==> src/rtl/bumper_collision_detector_pkg.sv <==
// Shared types and default parameter values for the bumper collision detector.
package bumper_collision_detector_pkg;

    typedef enum logic {
        ARMED    = 1'b0,
        COOLDOWN = 1'b1
    } state_e;

    localparam int unsigned DEFAULT_NUM_BUMPERS     = 4;
    localparam int unsigned DEFAULT_COOLDOWN_FRAMES = 30;
    localparam int unsigned DEFAULT_HIT_COUNT_W     = 8;
    localparam int unsigned COOLDOWN_CNT_W          = 8;

endpackage

==> src/rtl/bumper_priority_encoder.sv <==
// Combinational lowest-index selector over the bumper drawing requests.
module bumper_priority_encoder #(
    parameter int unsigned NUM_BUMPERS = 4,
    parameter int unsigned IDX_W       = $clog2(NUM_BUMPERS)
) (
    input  logic [NUM_BUMPERS-1:0] req,
    output logic                   valid,
    output logic [IDX_W-1:0]       index
);

    // Walk from the top down so the lowest set bit is the last one written.
    always_comb begin
        valid = 1'b0;
        index = {IDX_W{1'b0}};
        for (int i = NUM_BUMPERS - 1; i >= 0; i--) begin
            if (req[i]) begin
                valid = 1'b1;
                index = i[IDX_W-1:0];
            end else begin
                valid = valid;
                index = index;
            end
        end
    end

endmodule

==> src/rtl/bumper_collision_detector.sv <==
// Detects ship/bumper pixel overlap per frame and reports at most one hit
// per frame at the following frame start, followed by a frame-count cooldown.
module bumper_collision_detector
    import bumper_collision_detector_pkg::*;
#(
    parameter int unsigned NUM_BUMPERS     = DEFAULT_NUM_BUMPERS,
    parameter int unsigned COOLDOWN_FRAMES = DEFAULT_COOLDOWN_FRAMES,
    parameter int unsigned HIT_COUNT_W     = DEFAULT_HIT_COUNT_W,
    parameter int unsigned IDX_W           = $clog2(NUM_BUMPERS)
) (
    input  logic                   clk,
    input  logic                   resetN,
    input  logic                   startOfFrame,
    input  logic                   shipDrawingRequest,
    input  logic [NUM_BUMPERS-1:0] bumperDrawingRequest,
    output logic                   collision,
    output logic [IDX_W-1:0]       hitIndex,
    output logic [HIT_COUNT_W-1:0] hitCount,
    output logic                   cooldownActive
);

    state_e                    state_r, state_next_s;
    logic                      frame_hit_r, frame_hit_next_s;
    logic [IDX_W-1:0]          latched_idx_r, latched_idx_next_s;
    logic [COOLDOWN_CNT_W-1:0] cooldown_cnt_r, cooldown_cnt_next_s;
    logic                      collision_r, collision_next_s;
    logic [IDX_W-1:0]          hit_index_r, hit_index_next_s;
    logic [HIT_COUNT_W-1:0]    hit_count_r, hit_count_next_s;
    logic                      cooldown_active_r;
    logic                      enc_valid_s;
    logic [IDX_W-1:0]          enc_idx_s;
    logic                      overlap_s;

    bumper_priority_encoder #(
        .NUM_BUMPERS (NUM_BUMPERS),
        .IDX_W       (IDX_W)
    ) u_prio (
        .req   (bumperDrawingRequest),
        .valid (enc_valid_s),
        .index (enc_idx_s)
    );

    assign overlap_s = shipDrawingRequest & enc_valid_s;

    // Next-state and output decode; all outputs move only on startOfFrame.
    always_comb begin
        state_next_s        = state_r;
        frame_hit_next_s    = frame_hit_r;
        latched_idx_next_s  = latched_idx_r;
        cooldown_cnt_next_s = cooldown_cnt_r;
        collision_next_s    = 1'b0;
        hit_index_next_s    = hit_index_r;
        hit_count_next_s    = hit_count_r;

        if (startOfFrame) begin
            case (state_r)
                ARMED: begin
                    if (frame_hit_r) begin
                        collision_next_s    = 1'b1;
                        hit_index_next_s    = latched_idx_r;
                        cooldown_cnt_next_s = COOLDOWN_CNT_W'(COOLDOWN_FRAMES);
                        state_next_s        = COOLDOWN;
                        if (hit_count_r != {HIT_COUNT_W{1'b1}}) begin
                            hit_count_next_s = hit_count_r + HIT_COUNT_W'(1);
                        end else begin
                            hit_count_next_s = hit_count_r;
                        end
                    end else begin
                        state_next_s = ARMED;
                    end
                end
                COOLDOWN: begin
                    cooldown_cnt_next_s = cooldown_cnt_r - COOLDOWN_CNT_W'(1);
                    if (cooldown_cnt_r == COOLDOWN_CNT_W'(1)) begin
                        state_next_s = ARMED;
                    end else begin
                        state_next_s = COOLDOWN;
                    end
                end
                default: begin
                    state_next_s = ARMED;
                end
            endcase
            // A same-cycle overlap belongs to the new frame, judged by the new state.
            if (overlap_s && (state_next_s == ARMED)) begin
                frame_hit_next_s   = 1'b1;
                latched_idx_next_s = enc_idx_s;
            end else begin
                frame_hit_next_s = 1'b0;
            end
        end else begin
            if (overlap_s && (state_r == ARMED) && !frame_hit_r) begin
                frame_hit_next_s   = 1'b1;
                latched_idx_next_s = enc_idx_s;
            end else begin
                frame_hit_next_s = frame_hit_r;
            end
        end
    end

    // State and output registers.
    always_ff @(posedge clk or negedge resetN) begin
        if (!resetN) begin
            state_r           <= ARMED;
            frame_hit_r       <= 1'b0;
            latched_idx_r     <= {IDX_W{1'b0}};
            cooldown_cnt_r    <= {COOLDOWN_CNT_W{1'b0}};
            collision_r       <= 1'b0;
            hit_index_r       <= {IDX_W{1'b0}};
            hit_count_r       <= {HIT_COUNT_W{1'b0}};
            cooldown_active_r <= 1'b0;
        end else begin
            state_r           <= state_next_s;
            frame_hit_r       <= frame_hit_next_s;
            latched_idx_r     <= latched_idx_next_s;
            cooldown_cnt_r    <= cooldown_cnt_next_s;
            collision_r       <= collision_next_s;
            hit_index_r       <= hit_index_next_s;
            hit_count_r       <= hit_count_next_s;
            cooldown_active_r <= (state_next_s == COOLDOWN);
        end
    end

    assign collision      = collision_r;
    assign hitIndex       = hit_index_r;
    assign hitCount       = hit_count_r;
    assign cooldownActive = cooldown_active_r;

endmodule
==> config.mk <==
export PLATFORM = sky130hd
export DESIGN_NAME = bumper_collision_detector
export DESIGN_NICKNAME = d
export VERILOG_FILES = /design/src/rtl/bumper_collision_detector_pkg.sv /design/src/rtl/bumper_priority_encoder.sv /design/src/rtl/bumper_collision_detector.sv
export SDC_FILE = /design/constraint.sdc
export NUM_CORES = 1
export LEC_CHECK = 0
export CAP_MARGIN = 10
export CELL_PAD_IN_SITES_DETAIL_PLACEMENT = 1
export CELL_PAD_IN_SITES_GLOBAL_PLACEMENT = 2
export CORE_MARGIN = 4
export CORE_UTILIZATION = 33
export DETAILED_ROUTE_END_ITERATION = 8
export PLACE_DENSITY_LB_ADDON = 0.08
export SKIP_CTS_REPAIR_TIMING = 1
export SLEW_MARGIN = 30
export SYNTH_ARGS = -nofsm -noshare
export SYNTH_HDL_FRONTEND = slang
export SYNTH_SLANG_ARGS = --single-unit
==> constraint.sdc <==
create_clock -name clk -period 2 [get_ports clk]
set_clock_uncertainty 0.1 [all_clocks]
set_input_delay 0.2 -clock clk [delete_from_list [all_inputs] [get_ports clk]]
set_output_delay 0.2 -clock clk [all_outputs]
set_load 0.01 [all_outputs]
== Yosys cells after proc, flatten, opt, wreduce, memory -nomap -nowiden ==
Cells that the tools add are included.

* Register bits: 23
* Logic and storage cells: 47
* Input bits: 8

* Bitwise logic cells: 3
* Reductions and logical operators: 9
* Equality and inequality tests: 4
* Add/sub/neg operators: 2
* Multiplexer cells: 22

{| class="wikitable"
|+ Operators with widths
! cell !! count
|-
| $pmux 8 s2 || 1
|-
| $mux 2 || 7
|-
| $mux 1 || 12
|-
| $add 8x1->8 const B || 1
|-
| $eq 8x1->1 const B || 1
|-
| $mux 8 || 1
|-
| $ne 8x8->1 const B || 1
|-
| $sub 8x1->8 const B || 1
|-
| $reduce_and 2->1 || 2
|-
| $reduce_and 4->1 || 1
|-
| $logic_and 1x1->1 || 3
|-
| $reduce_and 3->1 || 1
|-
| $ne 2x1->1 const B || 1
|-
| $ne 2x2->1 const B || 1
|-
| $not 1->1 || 2
|-
| $pmux 1 s2 || 1
|-
| $reduce_bool 2->1 || 1
|-
| $and 1x1->1 || 1
|-
| $logic_not 1->1 || 1
|}

== Logic depth before layout (Yosys ltp) ==
Gate-level depths: netlist (run 1).

* Word-level depth: 9
* Depth in mapped cells: 6
* Gate-level depth less buffers: 6

== Cells and area by module ==
A second synthesis (run 1) with hierarchy kept.

* Cell total of the unflattened synthesis: 134
* Area total of the unflattened synthesis: 1268.7 um2

{| class="wikitable"
|+ Modules (own cells, without submodules)
! module !! area an instance (um2) !! times used !! cells each
|-
| bumper_collision_detector || 1233.7 || 1 || 127
|-
| bumper_priority_encoder || 35.0 || 1 || 7
|}

== Worst setup path after synthesis (run 1) ==
OpenSTA, ideal clock, no wires.

* Path type: reg-to-reg
* Start point: reg, netlist name cooldownActive
* End point: reg hit_count_r[5], in the netlist hitCount[5]
* Setup time: 0.127 ns
* Data arrival time: 1.474 ns
* Clock period less this slack: 1.702 ns
* Required time: 1.773 ns
* Cell stages (with the launch flop): 7
* Slack: 0.298 ns
* Cell sequence: dfrtp_1 > buf_4 > and3b_1 > buf_4 > nand4_2 > nor2_1 > mux2_1

{| class="wikitable"
|+ RTL lines
! what !! line !! text
|-
| end signal, assigned || bumper_collision_detector.sv:110 || <nowiki>hit_count_r <= {HIT_COUNT_W{1'b0}};</nowiki>
|-
| end signal, assigned || bumper_collision_detector.sv:119 || <nowiki>hit_count_r <= hit_count_next_s;</nowiki>
|-
| end, declared || bumper_collision_detector.sv:28 || <nowiki>logic [HIT_COUNT_W-1:0] hit_count_r, hit_count_next_s;</nowiki>
|}

== Worst setup path after layout (run 1) ==
* Start point: reg cooldown_active_r, in the netlist cooldownActive
* End point: out cooldownActive

{| class="wikitable"
|+ RTL lines
! what !! line !! text
|-
| start, declared || bumper_collision_detector.sv:29 || <nowiki>logic cooldown_active_r;</nowiki>
|-
| start signal, assigned || bumper_collision_detector.sv:120 || <nowiki>cooldown_active_r <= (state_next_s == COOLDOWN);</nowiki>
|-
| end, declared || bumper_collision_detector.sv:19 || <nowiki>output logic cooldownActive</nowiki>
|}

No word-level cell between the ends.

==> flow_summary.toml, run 1 <==
[worst_setup_path]
cp-end-kind = "primary output"
regToRegStartpoint = "cooldown_cnt_r[4]"
worstPathArrival_ps = 1470
cpMaxStageDelayCell = "clkdlybuf4s50_1"
reg2reg_slack_ps = 310
path_delay_family = "buffers and inverters"
critical_path_required_ps = 1700
startpoint = "cooldownActive"
cp-start-kind = "flop"
path_class = "flop to primary output"
r2r_cells = 4
max_stage_delay_ps = 540
worstPathCellList = "buf_4 > clkdlybuf4s50_1"
r2r_end = "latched_idx_r[1]"
crit_fanout = 8
crit_buf_inv = 2

[clocking]
cts-root-buf = "clkbuf_4"
cts_max_level = 1
cts_tree = "done"
clk_pin_slew_ps = 140
clockBufferDepth = 2
clock_sinks = 23
cts_buffers = 3
clk_latency_ps = 310

[synth]
ys_warn_count = 0
yosysSeqAreaShare_pct = 48.32
synth_edf_count = 0
synth.area.top_cells = "dfrtp_1 (48%), mux2_1 (5.7%), nor2_1 (3.5%)"
ys_async_sr_fraction_pct = 100.0
synth_top_area_share_pct = 48.32
ys_ff_latch = 23
syn-cell-area_sq_um = 1191
syn_inst = 106
synth_common_cells = "dfrtp_1 (23), nor2_1 (11), a21oi_1 (7), nand2_1 (7), nand3_1 (7)"
synth.avg_cell_area_sq_um = 11.24
synthFlopType = "dfrtp_1"
synth.most_common_cell = "dfrtp_1"
yosys.cell_types.count = 34
synth_top_area_cell = "dfrtp_1"
syn_nets = 117

[die]
die_area_sq_um = 4635
io_pins = 20
start_util_pct = 34.87
die_y_um = 68.08
die_width_um = 68.08
fp-row-count = 21
core_sq_um = 3416

[route]
vias_per_cell = 4.883
wl_per_cell_um = 14.26
wl_um = 2553
drc = 0
vias = 874
drtIter0Drc = 57
first_pass_iters = 2
drtAntennaViolNets = 0

[global_route]
grt_pass1_vias = 925
grtUsageTotal_pct = 12.67
grt.overflow.total = 0
grt_antenna_before_repair = 0
grt_max_degree = 24
grt_pass1_wl_um = 4422

[layout]
final_nets = 145
diodes = 0
fill_cells = 388
area_delta_synth_final_pct = 25.52
drive_gt1_share_pct = 13.53

[status]
status = "complete, no violations"

[pwr]
power.leakage_nw = 0.6519
p_switching_w = 0.0005536
p_sw_share_pct = 36.12
p_comb_share_pct = 34.9
ir_drop_v = 0.0004592
pwr-share-clk_pct = 14.3
p_seq_share_pct = 50.8
p_per_area_nw_per_um2 = 1025
p_int_w = 0.0009792

[place]
hpwlAfterDp_um = 1944
globalplace.congestion = 0.7527
portBuffers = 19

[flow_run]
cap_violations = 0

[timing]
setup_tns_ps = 0
setup_violations = 0
finalHoldViolCount = 0
finalCritPeriodShare_pct = 88.54
fmax_mhz = 564.7
slew_violations = 0
whs_ps = 130.3
slew_headroom_pct = 64.74
period_needed_ps = 1771
grt_setup_unrepaired = "no"
worst_pin_slew_ps = 524.8

[worst_hold_path]
hold_path.class = "input pin to asynchronous set/reset pin"
-- worst max-delay path by stage --
| stage | end | slack (ps) | cells past startpoint |
|---|---|---|---|
| after floorplan | hitCount[5] | 300 | 6 |
| after CTS | cooldownActive | 200 | 2 |
| after global placement | latched_idx_r[1] | 60 | 6 |
| after detailed placement | latched_idx_r[0] | 20 | 5 |
| after global routing | cooldownActive | 150 | 2 |
| final | cooldownActive | 230 | 2 |
-- power groups by stage --
| stage | combinational (W) | clock [W] | sequential [W] |
|---|---|---|---|
| 3_5_place_dp | 0.000544 | 0 | 0.000788 |
| 3_3_place_gp | 0.000529 | 0 | 0.000783 |
| 4_1_cts | 0.000546 | 0.000235 | 0.000780 |
| 6_report | 0.000535 | 0.000220 | 0.000778 |
| 5_1_grt | 0.000595 | 0.000254 | 0.000803 |
| 2_1_floorplan | 0.000329 | 0 | 0.000768 |
-- cell families after synthesis --
kind of cell / after synthesis / synth area share [%]
AO/OA/AOI/OAI: 22 / 14.18
XOR/XNOR: 5 / 3.677
adder cells (fa/ha/maj): 3 / 3.152
buffers and inverters: 6 / 2.836
flip-flops: 23 / 48.32
multiplexers: 8 / 8.193
AND/OR/NAND/NOR: 39 / 19.64
-- flip-flops by register name, summed over array words and instances (netlist names) --
| name | count |
|---|---|
| collision | 1 |
| hitCount | 8 |
| hitIndex | 2 |
| cooldownActive | 1 |
| frame_hit_r | 1 |
| latched_idx_r | 2 |
| cooldown_cnt_r | 8 |
-- metal layers --
layer / GRT usage (%) / share of wire [%]
met5: 0 / 0
met4: 3.722 / 0.55
met3: 2.791 / 3.4
met2: 20.10 / 45
met1: 17.23 / 51
-- final cells by class --
type / count / area [sq um] / area share (%)
clock buffers: 4 / 26.28 / 1.757
well taps: 46 / 57.56 / 3.849
multi-input cells: 77 / 581.8 / 38.91
repair buffers: 26 / 242.7 / 16.23
flip-flops and latches: 23 / 575.6 / 38.49
inverters: 3 / 11.26 / 0.7531
-- cell usage in the layout (no fill, tap or decap), types with 2 or more instances in the layout --
cell,count
o21ai_0,4
mux2_1,6
and3_1,2
nand2b_1,3
clkbuf_4,3
buf_4,7
nor3_1,2
a21oi_1,7
nand3_1,7
dfrtp_1,23
xor2_1,3
nor2_1,11
nand2_1,7
mux2_4,2
clkdlybuf4s50_1,19
xnor2_1,2
ha_1,3
inv_1,3
-- metrics by stage --
step / std cells / utilization (%) / worst slack, ps / total power [W] / cell area (sq um)
6_report: 179 / 43.77 / 229.1 / 0.001533 / 1495
5_1_grt: 179 / 43.77 / 146.6 / 0.001653 / 1495
4_1_cts: 179 / 43.77 / 199.6 / 0.001561 / 1495
3_5_place_dp: 175 / 43.00 / 24.15 / 0.001332 / 1469
3_3_place_gp: 175 / 43.00 / 62.07 / 0.001312 / 1469
2_1_floorplan: 106 / - / 298.1 / 0.001097 / 1191
(Power assumes the default switching activity.)
==> run 2, diff against run 1 <==
CTS_CLUSTER_SIZE = 14   (was default)
==> results of run 2 <==
Final layout, timing and power as in run 1 (identical DEF).
